**src/rtl/fetch_pkg.sv**
```systemverilog
// Shared types for the fetch sequencer: decoder branch modes and FSM states.
package fetch_pkg;

  typedef enum logic [2:0] {
    BR_NEXT = 3'd0,
    BR_JEQ  = 3'd1,
    BR_JNE  = 3'd2,
    BR_JMP  = 3'd3,
    BR_CALL = 3'd4,
    BR_RET  = 3'd5,
    BR_HALT = 3'd6,
    BR_RSVD = 3'd7
  } br_mode_e;

  typedef enum logic [1:0] {
    ST_IDLE  = 2'd0,
    ST_ARMED = 2'd1,
    ST_RUN   = 2'd2,
    ST_DONE  = 2'd3
  } fsm_state_e;

endpackage

```
**src/rtl/ret_stack.sv**
```systemverilog
// Return-address LIFO used by CALL/RET. The caller guards push/pop with full/empty.
module ret_stack #(
  parameter int PCW         = 10,
  parameter int STACK_DEPTH = 4
) (
  input  logic           Clk,
  input  logic           Reset,
  input  logic           push,
  input  logic           pop,
  input  logic           clr,
  input  logic [PCW-1:0] din,
  output logic [PCW-1:0] dout,
  output logic           full,
  output logic           empty
);

  localparam int AW  = $clog2(STACK_DEPTH);
  localparam int SPW = AW + 1;

  logic [PCW-1:0] mem_r [STACK_DEPTH];
  logic [SPW-1:0] sp_r;
  logic [AW-1:0]  wr_idx_s;
  logic [AW-1:0]  rd_idx_s;

  assign wr_idx_s = AW'(sp_r);
  assign rd_idx_s = AW'(sp_r - SPW'(1));
  assign dout     = mem_r[rd_idx_s];
  assign full     = (sp_r == SPW'(STACK_DEPTH));
  assign empty    = (sp_r == SPW'(0));

  // Stack pointer: cleared by reset or clr, otherwise moves on guarded push/pop.
  always_ff @(posedge Clk) begin
    if (Reset || clr) begin
      sp_r <= SPW'(0);
    end else if (push && !full) begin
      sp_r <= sp_r + SPW'(1);
    end else if (pop && !empty) begin
      sp_r <= sp_r - SPW'(1);
    end
  end

  // Entry storage; contents above sp are don't-care so no reset is needed.
  always_ff @(posedge Clk) begin
    if (!Reset && !clr && push && !full) begin
      mem_r[wr_idx_s] <= din;
    end
  end

endmodule

```
**src/rtl/fetch_seq.sv**
```systemverilog
// Fetch sequencer: owns PC, Start/Ack handshake, return stack and the
// saturating executed-instruction counter.
module fetch_seq
  import fetch_pkg::*;
#(
  parameter int PCW         = 10,
  parameter int OFFW        = 8,
  parameter int STACK_DEPTH = 4,
  parameter int START_ADDR  = 0,
  parameter int CYC_W       = 16
) (
  input  logic             Clk,
  input  logic             Reset,
  input  logic             Start,
  input  br_mode_e         BrMode,
  input  logic [PCW-1:0]   BrTarget,
  input  logic [OFFW-1:0]  BrOffset,
  input  logic             Zero,
  output logic [PCW-1:0]   PC,
  output logic             Running,
  output logic             Ack,
  output logic             Fault,
  output logic [CYC_W-1:0] CycleCt
);

  localparam logic [PCW-1:0] START_PC = PCW'(START_ADDR);

  fsm_state_e       state_r, state_nx;
  logic [PCW-1:0]   pc_r, pc_nx;
  logic             ack_r, ack_nx;
  logic             fault_r, fault_nx;
  logic [CYC_W-1:0] cyc_r, cyc_nx;
  logic             push_s, pop_s, clr_s;
  logic [PCW-1:0]   stk_dout_s;
  logic             stk_full_s, stk_empty_s;
  logic [PCW-1:0]   pc_inc_s, pc_rel_s;

  assign pc_inc_s = pc_r + PCW'(1);
  assign pc_rel_s = pc_r + PCW'($signed(BrOffset));

  ret_stack #(
    .PCW         (PCW),
    .STACK_DEPTH (STACK_DEPTH)
  ) u_stack (
    .Clk   (Clk),
    .Reset (Reset),
    .push  (push_s),
    .pop   (pop_s),
    .clr   (clr_s),
    .din   (pc_inc_s),
    .dout  (stk_dout_s),
    .full  (stk_full_s),
    .empty (stk_empty_s)
  );

  // State and output registers.
  always_ff @(posedge Clk) begin
    if (Reset) begin
      state_r <= ST_IDLE;
      pc_r    <= START_PC;
      ack_r   <= 1'b0;
      fault_r <= 1'b0;
      cyc_r   <= CYC_W'(0);
    end else begin
      state_r <= state_nx;
      pc_r    <= pc_nx;
      ack_r   <= ack_nx;
      fault_r <= fault_nx;
      cyc_r   <= cyc_nx;
    end
  end

  // Next-state, PC mux and stack control; Start overrides everything.
  always_comb begin
    state_nx = state_r;
    pc_nx    = pc_r;
    ack_nx   = ack_r;
    fault_nx = fault_r;
    cyc_nx   = cyc_r;
    push_s   = 1'b0;
    pop_s    = 1'b0;
    clr_s    = 1'b0;
    if (Start) begin
      state_nx = ST_ARMED;
      pc_nx    = START_PC;
      ack_nx   = 1'b0;
      fault_nx = 1'b0;
      cyc_nx   = CYC_W'(0);
      clr_s    = 1'b1;
    end else begin
      case (state_r)
        ST_IDLE:  state_nx = ST_IDLE;
        ST_ARMED: state_nx = ST_RUN;
        ST_RUN: begin
          cyc_nx = (cyc_r == {CYC_W{1'b1}}) ? cyc_r : cyc_r + CYC_W'(1);
          case (BrMode)
            BR_JEQ:  pc_nx = Zero ? pc_rel_s : pc_inc_s;
            BR_JNE:  pc_nx = Zero ? pc_inc_s : pc_rel_s;
            BR_JMP:  pc_nx = BrTarget;
            BR_CALL: begin
              if (stk_full_s) begin
                fault_nx = 1'b1;
                ack_nx   = 1'b1;
                state_nx = ST_DONE;
              end else begin
                push_s = 1'b1;
                pc_nx  = BrTarget;
              end
            end
            BR_RET: begin
              if (stk_empty_s) begin
                fault_nx = 1'b1;
                ack_nx   = 1'b1;
                state_nx = ST_DONE;
              end else begin
                pop_s = 1'b1;
                pc_nx = stk_dout_s;
              end
            end
            BR_HALT: begin
              ack_nx   = 1'b1;
              state_nx = ST_DONE;
            end
            default: pc_nx = pc_inc_s;
          endcase
        end
        ST_DONE:  state_nx = ST_DONE;
        default:  state_nx = ST_IDLE;
      endcase
    end
  end

  assign PC      = pc_r;
  assign Running = (state_r == ST_RUN);
  assign Ack     = ack_r;
  assign Fault   = fault_r;
  assign CycleCt = cyc_r;

endmodule

```
**config.mk**
```make
export PLATFORM = sky130hd
export DESIGN_NAME = fetch_seq
export DESIGN_NICKNAME = d
export VERILOG_FILES = /design/src/rtl/fetch_pkg.sv /design/src/rtl/ret_stack.sv /design/src/rtl/fetch_seq.sv
export SDC_FILE = /design/constraint.sdc
export NUM_CORES = 1
export LEC_CHECK = 0
export CORE_MARGIN = 8
export CORE_UTILIZATION = 40
export DETAILED_ROUTE_END_ITERATION = 10
export PLACE_DENSITY = 0.62
export SLEW_MARGIN = 20
export SYNTH_ARGS = -nofsm -noshare
export SYNTH_HDL_FRONTEND = slang
export SYNTH_SLANG_ARGS = --single-unit
```
**constraint.sdc**
```tcl
create_clock -name Clk -period 3.4 [get_ports Clk]
set_clock_uncertainty 0.1 [all_clocks]
set_input_delay 0.68 -clock Clk [delete_from_list [all_inputs] [get_ports Clk]]
set_output_delay 0.68 -clock Clk [all_outputs]
set_load 0.005 [all_outputs]
```
==> flow_summary.html <==
<table>
<tr><th>Metric</th><th>Value</th></tr>
<tr><th colspan="2">Floorplan</th></tr>
<tr><td>Die footprint</td><td>13,600 um2</td></tr>
<tr><td>Count of boundary I/O pins</td><td>54</td></tr>
<tr><td>Die outline width</td><td>117 um</td></tr>
<tr><td>Core ar.</td><td>9820 um2</td></tr>
<tr><td>Initial Utilization</td><td>41.3%</td></tr>
<tr><td>Die outline height</td><td>117 um</td></tr>
<tr><td>Standard-cell rows</td><td>36</td></tr>
<tr><th colspan="2">Min path</th></tr>
<tr><td>Path class of the lowest-slack min-delay path</td><td>reg2reg</td></tr>
<tr><td>Hold endpoint</td><td>state_r[1]</td></tr>
<tr><td>Worst Hold Depth</td><td>2</td></tr>
<tr><td>Startpoint of the tightest hold check path</td><td>state_r[0]</td></tr>
<tr><th colspan="2">Critical path</th></tr>
<tr><td>Crit path required time</td><td>3.29 ns</td></tr>
<tr><td>Critical-path cell with the highest stage delay</td><td>clkdlybuf4s50_1</td></tr>
<tr><td>Reg2reg path depth</td><td>7</td></tr>
<tr><td>Sum of buffers and inverters on the critical path</td><td>1</td></tr>
<tr><td>Crit path max fanout</td><td>13</td></tr>
<tr><td>Cell chain of the critical path</td><td>clkdlybuf4s50_1, nor3b_2, nand2_1, nor3_1, and2_1</td></tr>
<tr><td>Capture instance of the worst register-to-register path</td><td>PC[1]</td></tr>
<tr><td>Worst setup EP type</td><td>register</td></tr>
<tr><td>Setup Crit Path Kind</td><td>in2reg</td></tr>
<tr><td>Stage delay of the slowest cell on the critical path</td><td>0.62 ns</td></tr>
<tr><td>Dominant delay contributor by cell family on the critical path</td><td>simple AND/OR/NAND/NOR gates</td></tr>
<tr><td>Worst R2R Start</td><td>u_stack.sp_r[0]</td></tr>
<tr><td>CP arrival</td><td>2.53 ns</td></tr>
<tr><td>Startpoint types</td><td>input pin</td></tr>
<tr><td>Setup slack, reg-to-reg</td><td>0.93 ns</td></tr>
<tr><th colspan="2">GRT</th></tr>
<tr><td>GRT Util Overall</td><td>14.0%</td></tr>
<tr><td>Vias in the first global route</td><td>2,836</td></tr>
<tr><td>Largest net degree at the start of global routing</td><td>23</td></tr>
<tr><td>Global route overflow</td><td>0</td></tr>
<tr><td>Wire length of the first global-routing pass</td><td>14,800 um</td></tr>
<tr><td>Initial antenna violation count</td><td>0</td></tr>
<tr><th colspan="2">Placement</th></tr>
<tr><td>Global placer's final weighted congestion</td><td>0.776</td></tr>
<tr><td>Sum of net half-perimeters after detailed placement</td><td>6960 um</td></tr>
<tr><td>Count of buffers from port buffering</td><td>53</td></tr>
<tr><td>Worst slack at placement</td><td>0.347 ns</td></tr>
<tr><th colspan="2">STA</th></tr>
<tr><td>Pin slew with the least headroom to its limit</td><td>0.745 ns</td></tr>
<tr><td>Final number of hold-violating endpoints</td><td>0</td></tr>
<tr><td>Maximum frequency from static timing analysis</td><td>0.378 GHz</td></tr>
<tr><td>Total negative slack</td><td>0 ns</td></tr>
<tr><td>Post-Route Hold Slack</td><td>0.385 ns</td></tr>
<tr><td>Rel. slew slack</td><td>50.3%</td></tr>
<tr><td>Setup repair after global routing missed its margin</td><td>no</td></tr>
<tr><td>Slew Limit Fails</td><td>0</td></tr>
<tr><td>Final setup violation count</td><td>0</td></tr>
<tr><td>Min cycle time layout</td><td>2.64 ns</td></tr>
<tr><td>Final cycle utilization of the critical path</td><td>77.7%</td></tr>
<tr><td>Slack of the critical path</td><td>0.758 ns</td></tr>
<tr><th colspan="2">Detailed routing</th></tr>
<tr><td>Number of DRC markers after the initial detailed-route iteration</td><td>189</td></tr>
<tr><td>Routed Antenna Nets</td><td>0</td></tr>
<tr><td>Vias per Instance</td><td>5.34</td></tr>
<tr><td>Total number of vias</td><td>3,024</td></tr>
<tr><td>Routed wire length</td><td>9170 um</td></tr>
<tr><td>DRC violation count after routing</td><td>0</td></tr>
<tr><td>Avg WL per Cell</td><td>16.2 um</td></tr>
<tr><td>Number of detailed-routing iterations run before antenna repair</td><td>4</td></tr>
<tr><th colspan="2">Synthesis</th></tr>
<tr><td>Share of flip-flops with an asynchronous set or reset after synthesis</td><td>0%</td></tr>
<tr><td>Avg Synthesized Cell Area</td><td>10.9 um2</td></tr>
<tr><td>Total standard cell area after synthesis</td><td>4050 um2</td></tr>
<tr><td>Part of the Yosys area used for sequential elements</td><td>45.9%</td></tr>
<tr><td>Total nets after synthesis</td><td>415</td></tr>
<tr><td>Cell variety after synth</td><td>65</td></tr>
<tr><td>Yosys warning count</td><td>0</td></tr>
<tr><td>Flops &amp; latches, synth</td><td>73</td></tr>
<tr><td>Gate count of the mapped netlist</td><td>373</td></tr>
<tr><td>Most instantiated flip-flop cell in the synthesis netlist</td><td>edfxtp_1</td></tr>
<tr><td>Count of flip-flops with a built-in enable after synthesis</td><td>40</td></tr>
<tr><th colspan="2">Pwr</th></tr>
<tr><td>Power density normalized to cell area</td><td>338 nW/um2</td></tr>
<tr><td>Switching share of total power</td><td>24.1%</td></tr>
<tr><td>Worst vdd rail ir drop</td><td>203 uV</td></tr>
<tr><td>Clock Power Share</td><td>35.2%</td></tr>
<tr><td>Static Leak</td><td>1.69 nW</td></tr>
<tr><td>Combinational fraction of design power</td><td>8.7%</td></tr>
<tr><td>Sequential cell fraction of total power</td><td>56.2%</td></tr>
<tr><td>Net switching power of the design</td><td>399 uW</td></tr>
<tr><td>Internal Pwr Total</td><td>1.26 mW</td></tr>
<tr><th colspan="2">Finish</th></tr>
<tr><td>Diode insertion count for antenna repair</td><td>0</td></tr>
<tr><td>Combined area of the multi-input logic cells</td><td>2070 um2</td></tr>
<tr><td>Number of filler cells placed in the layout</td><td>920</td></tr>
<tr><td>Fraction of layout instances using a drive strength above 1</td><td>11.1%</td></tr>
<tr><td>Area growth syn-to-layout</td><td>20.7%</td></tr>
<tr><td># nets final</td><td>470</td></tr>
<tr><td>Sequential cell area</td><td>1860 um2</td></tr>
<tr><th colspan="2">CTS</th></tr>
<tr><td>Number of buffers inserted during clock tree synthesis</td><td>9</td></tr>
<tr><td>CTS Root Cell</td><td>clkbuf_8</td></tr>
<tr><td>Number of buffers added for setup after CTS</td><td>0</td></tr>
<tr><td>CTS H-Tree Depth</td><td>3</td></tr>
<tr><td>Insertion delay to the later sink of the worst-skew pair</td><td>0.35 ns</td></tr>
<tr><td>Hold bufs inserted after CTS</td><td>0</td></tr>
<tr><td>CTS tree</td><td>built</td></tr>
<tr><td>Resized cells post-CTS</td><td>0</td></tr>
<tr><td>Clock slew at reported path FFs</td><td>0.07 ns</td></tr>
<tr><td>Number of buffers on the longest clock path</td><td>2</td></tr>
<tr><td>Sinks on Clock Net</td><td>73</td></tr>
<tr><th colspan="2">Outcome</th></tr>
<tr><td>Status</td><td>finished, final reports clean</td></tr>
<tr><th colspan="2">Flow run</th></tr>
<tr><td>Max-cap violations</td><td>0</td></tr>
</table>
## tightest hold or removal path: stages (launching register included)
cell and delay (ns):
dfxtp_1 0.32, nor2_1 0.08, nor2_1 0.04
## area by class of cell
class | instances | area share (%)
Clock buffer | 9 | 2.53
Sequential cell | 73 | 38.1
Clock inverter | 7 | 0.921
Inverter | 8 | 0.614
Timing Repair Buffer | 62 | 12.2
Multi-Input combinational cell | 274 | 42.3
Tap cell | 133 | 3.40
## per-stage QoR
stage | util [%] | cell area [um2] | power, mW | std cells
after CTS | 49.8 | 4890 | 1.67 | 566
after floorplan | - | 4050 | 1.03 | 373
after global routing | 49.8 | 4890 | 1.73 | 566
final | 49.8 | 4890 | 1.65 | 566
after global placement | 48.1 | 4720 | 1.09 | 550
after detailed placement | 48.1 | 4720 | 1.09 | 550
## placed cells by master, fill, tap and decap left out, types with 8 or more instances in the layout
cell / count
nand2_1: 20
xor2_1: 11
inv_1: 8
ha_1: 16
nor2_1: 34
clkdlybuf4s50_1: 53
o21ai_0: 18
mux4_2: 10
a21oi_1: 27
buf_4: 9
nand4_1: 9
nor3_1: 8
clkbuf_8: 9
edfxtp_1: 40
and2_1: 10
xnor2_1: 19
dfxtp_1: 33
## how the worst max path moves through the flow
stage,from,endpoint,cells after the start
after floorplan,u_stack.sp_r[0],PC[1],8
after global placement,BrMode[0],u_stack.mem_r[1][6],5
after detailed placement,BrMode[0],u_stack.mem_r[0][5],5
after CTS,BrMode[0],u_stack.mem_r[0][2],5
after global routing,BrMode[0],u_stack.mem_r[0][1],5
final,BrMode[0],u_stack.mem_r[1][1],5
## metal layers
metal | global-route usage, % | routed length (um)
met3 | 3.46 | 482
met4 | 4.95 | 125
met2 | 20.4 | 4110
met1 | 19.6 | 4440
met5 | 0 | 0
## power by group through the flow
stage	sequential, mW	combinational, mW	clock, mW
after floorplan	0.948	0.0846	0
after global placement	0.950	0.142	0
after detailed placement	0.950	0.143	0
after CTS	0.929	0.144	0.601
after global routing	0.930	0.157	0.645
final	0.930	0.144	0.582
## kinds of logic (layout without fill, tap and decap cells)
group / count (synthesis) / count (layout) / synth area share, %
buf+inv: 26 / 86 / 3.09
simple gates: 123 / 123 / 17.2
flops: 73 / 73 / 45.9
fa+ha+maj: 17 / 17 / 5.43
mux: 16 / 16 / 7.13
xor+xnor: 30 / 30 / 6.48
compound gates: 88 / 88 / 14.8
## state kept, by name, indices dropped and copies added (netlist names)
name	count
Ack	1
u_stack.sp_r	3
Fault	1
u_stack.mem_r	40
PC	10
CycleCt	16
state_r	2
## cells in the mapped netlist, drive strengths merged (2+ instances only)
library cell	instances	area, um2
edfxtp	40	1200
nor3b	3	32.5
mux4	10	225
or2	3	18.8
a211oi	6	50.1
inv	8	30.0
dfxtp	33	661
a31oi	3	18.8
buf	12	72.6
ha	16	200
nor2b	3	18.8
or3	2	12.5
a21oi	27	135
mux2i	3	30.0
nor4	4	40.0
xor2	11	96.3
o21ai	19	95.1
a22o	7	61.3
nand2	20	75.1
nand4	10	68.8
nand2b	5	46.3
xnor2	19	166
a21o	4	30.0
mux2	3	33.8
nor2	34	128
and3	4	25.0
nor3	8	40.0
nand3	7	35.0
and2	11	68.8
nor4b	2	17.5
o21bai	3	22.5
and4	2	17.5
a221oi	3	43.8
o2111ai	4	35.0
clkbuf	6	22.5
Power figures use the tool's default switching activity.
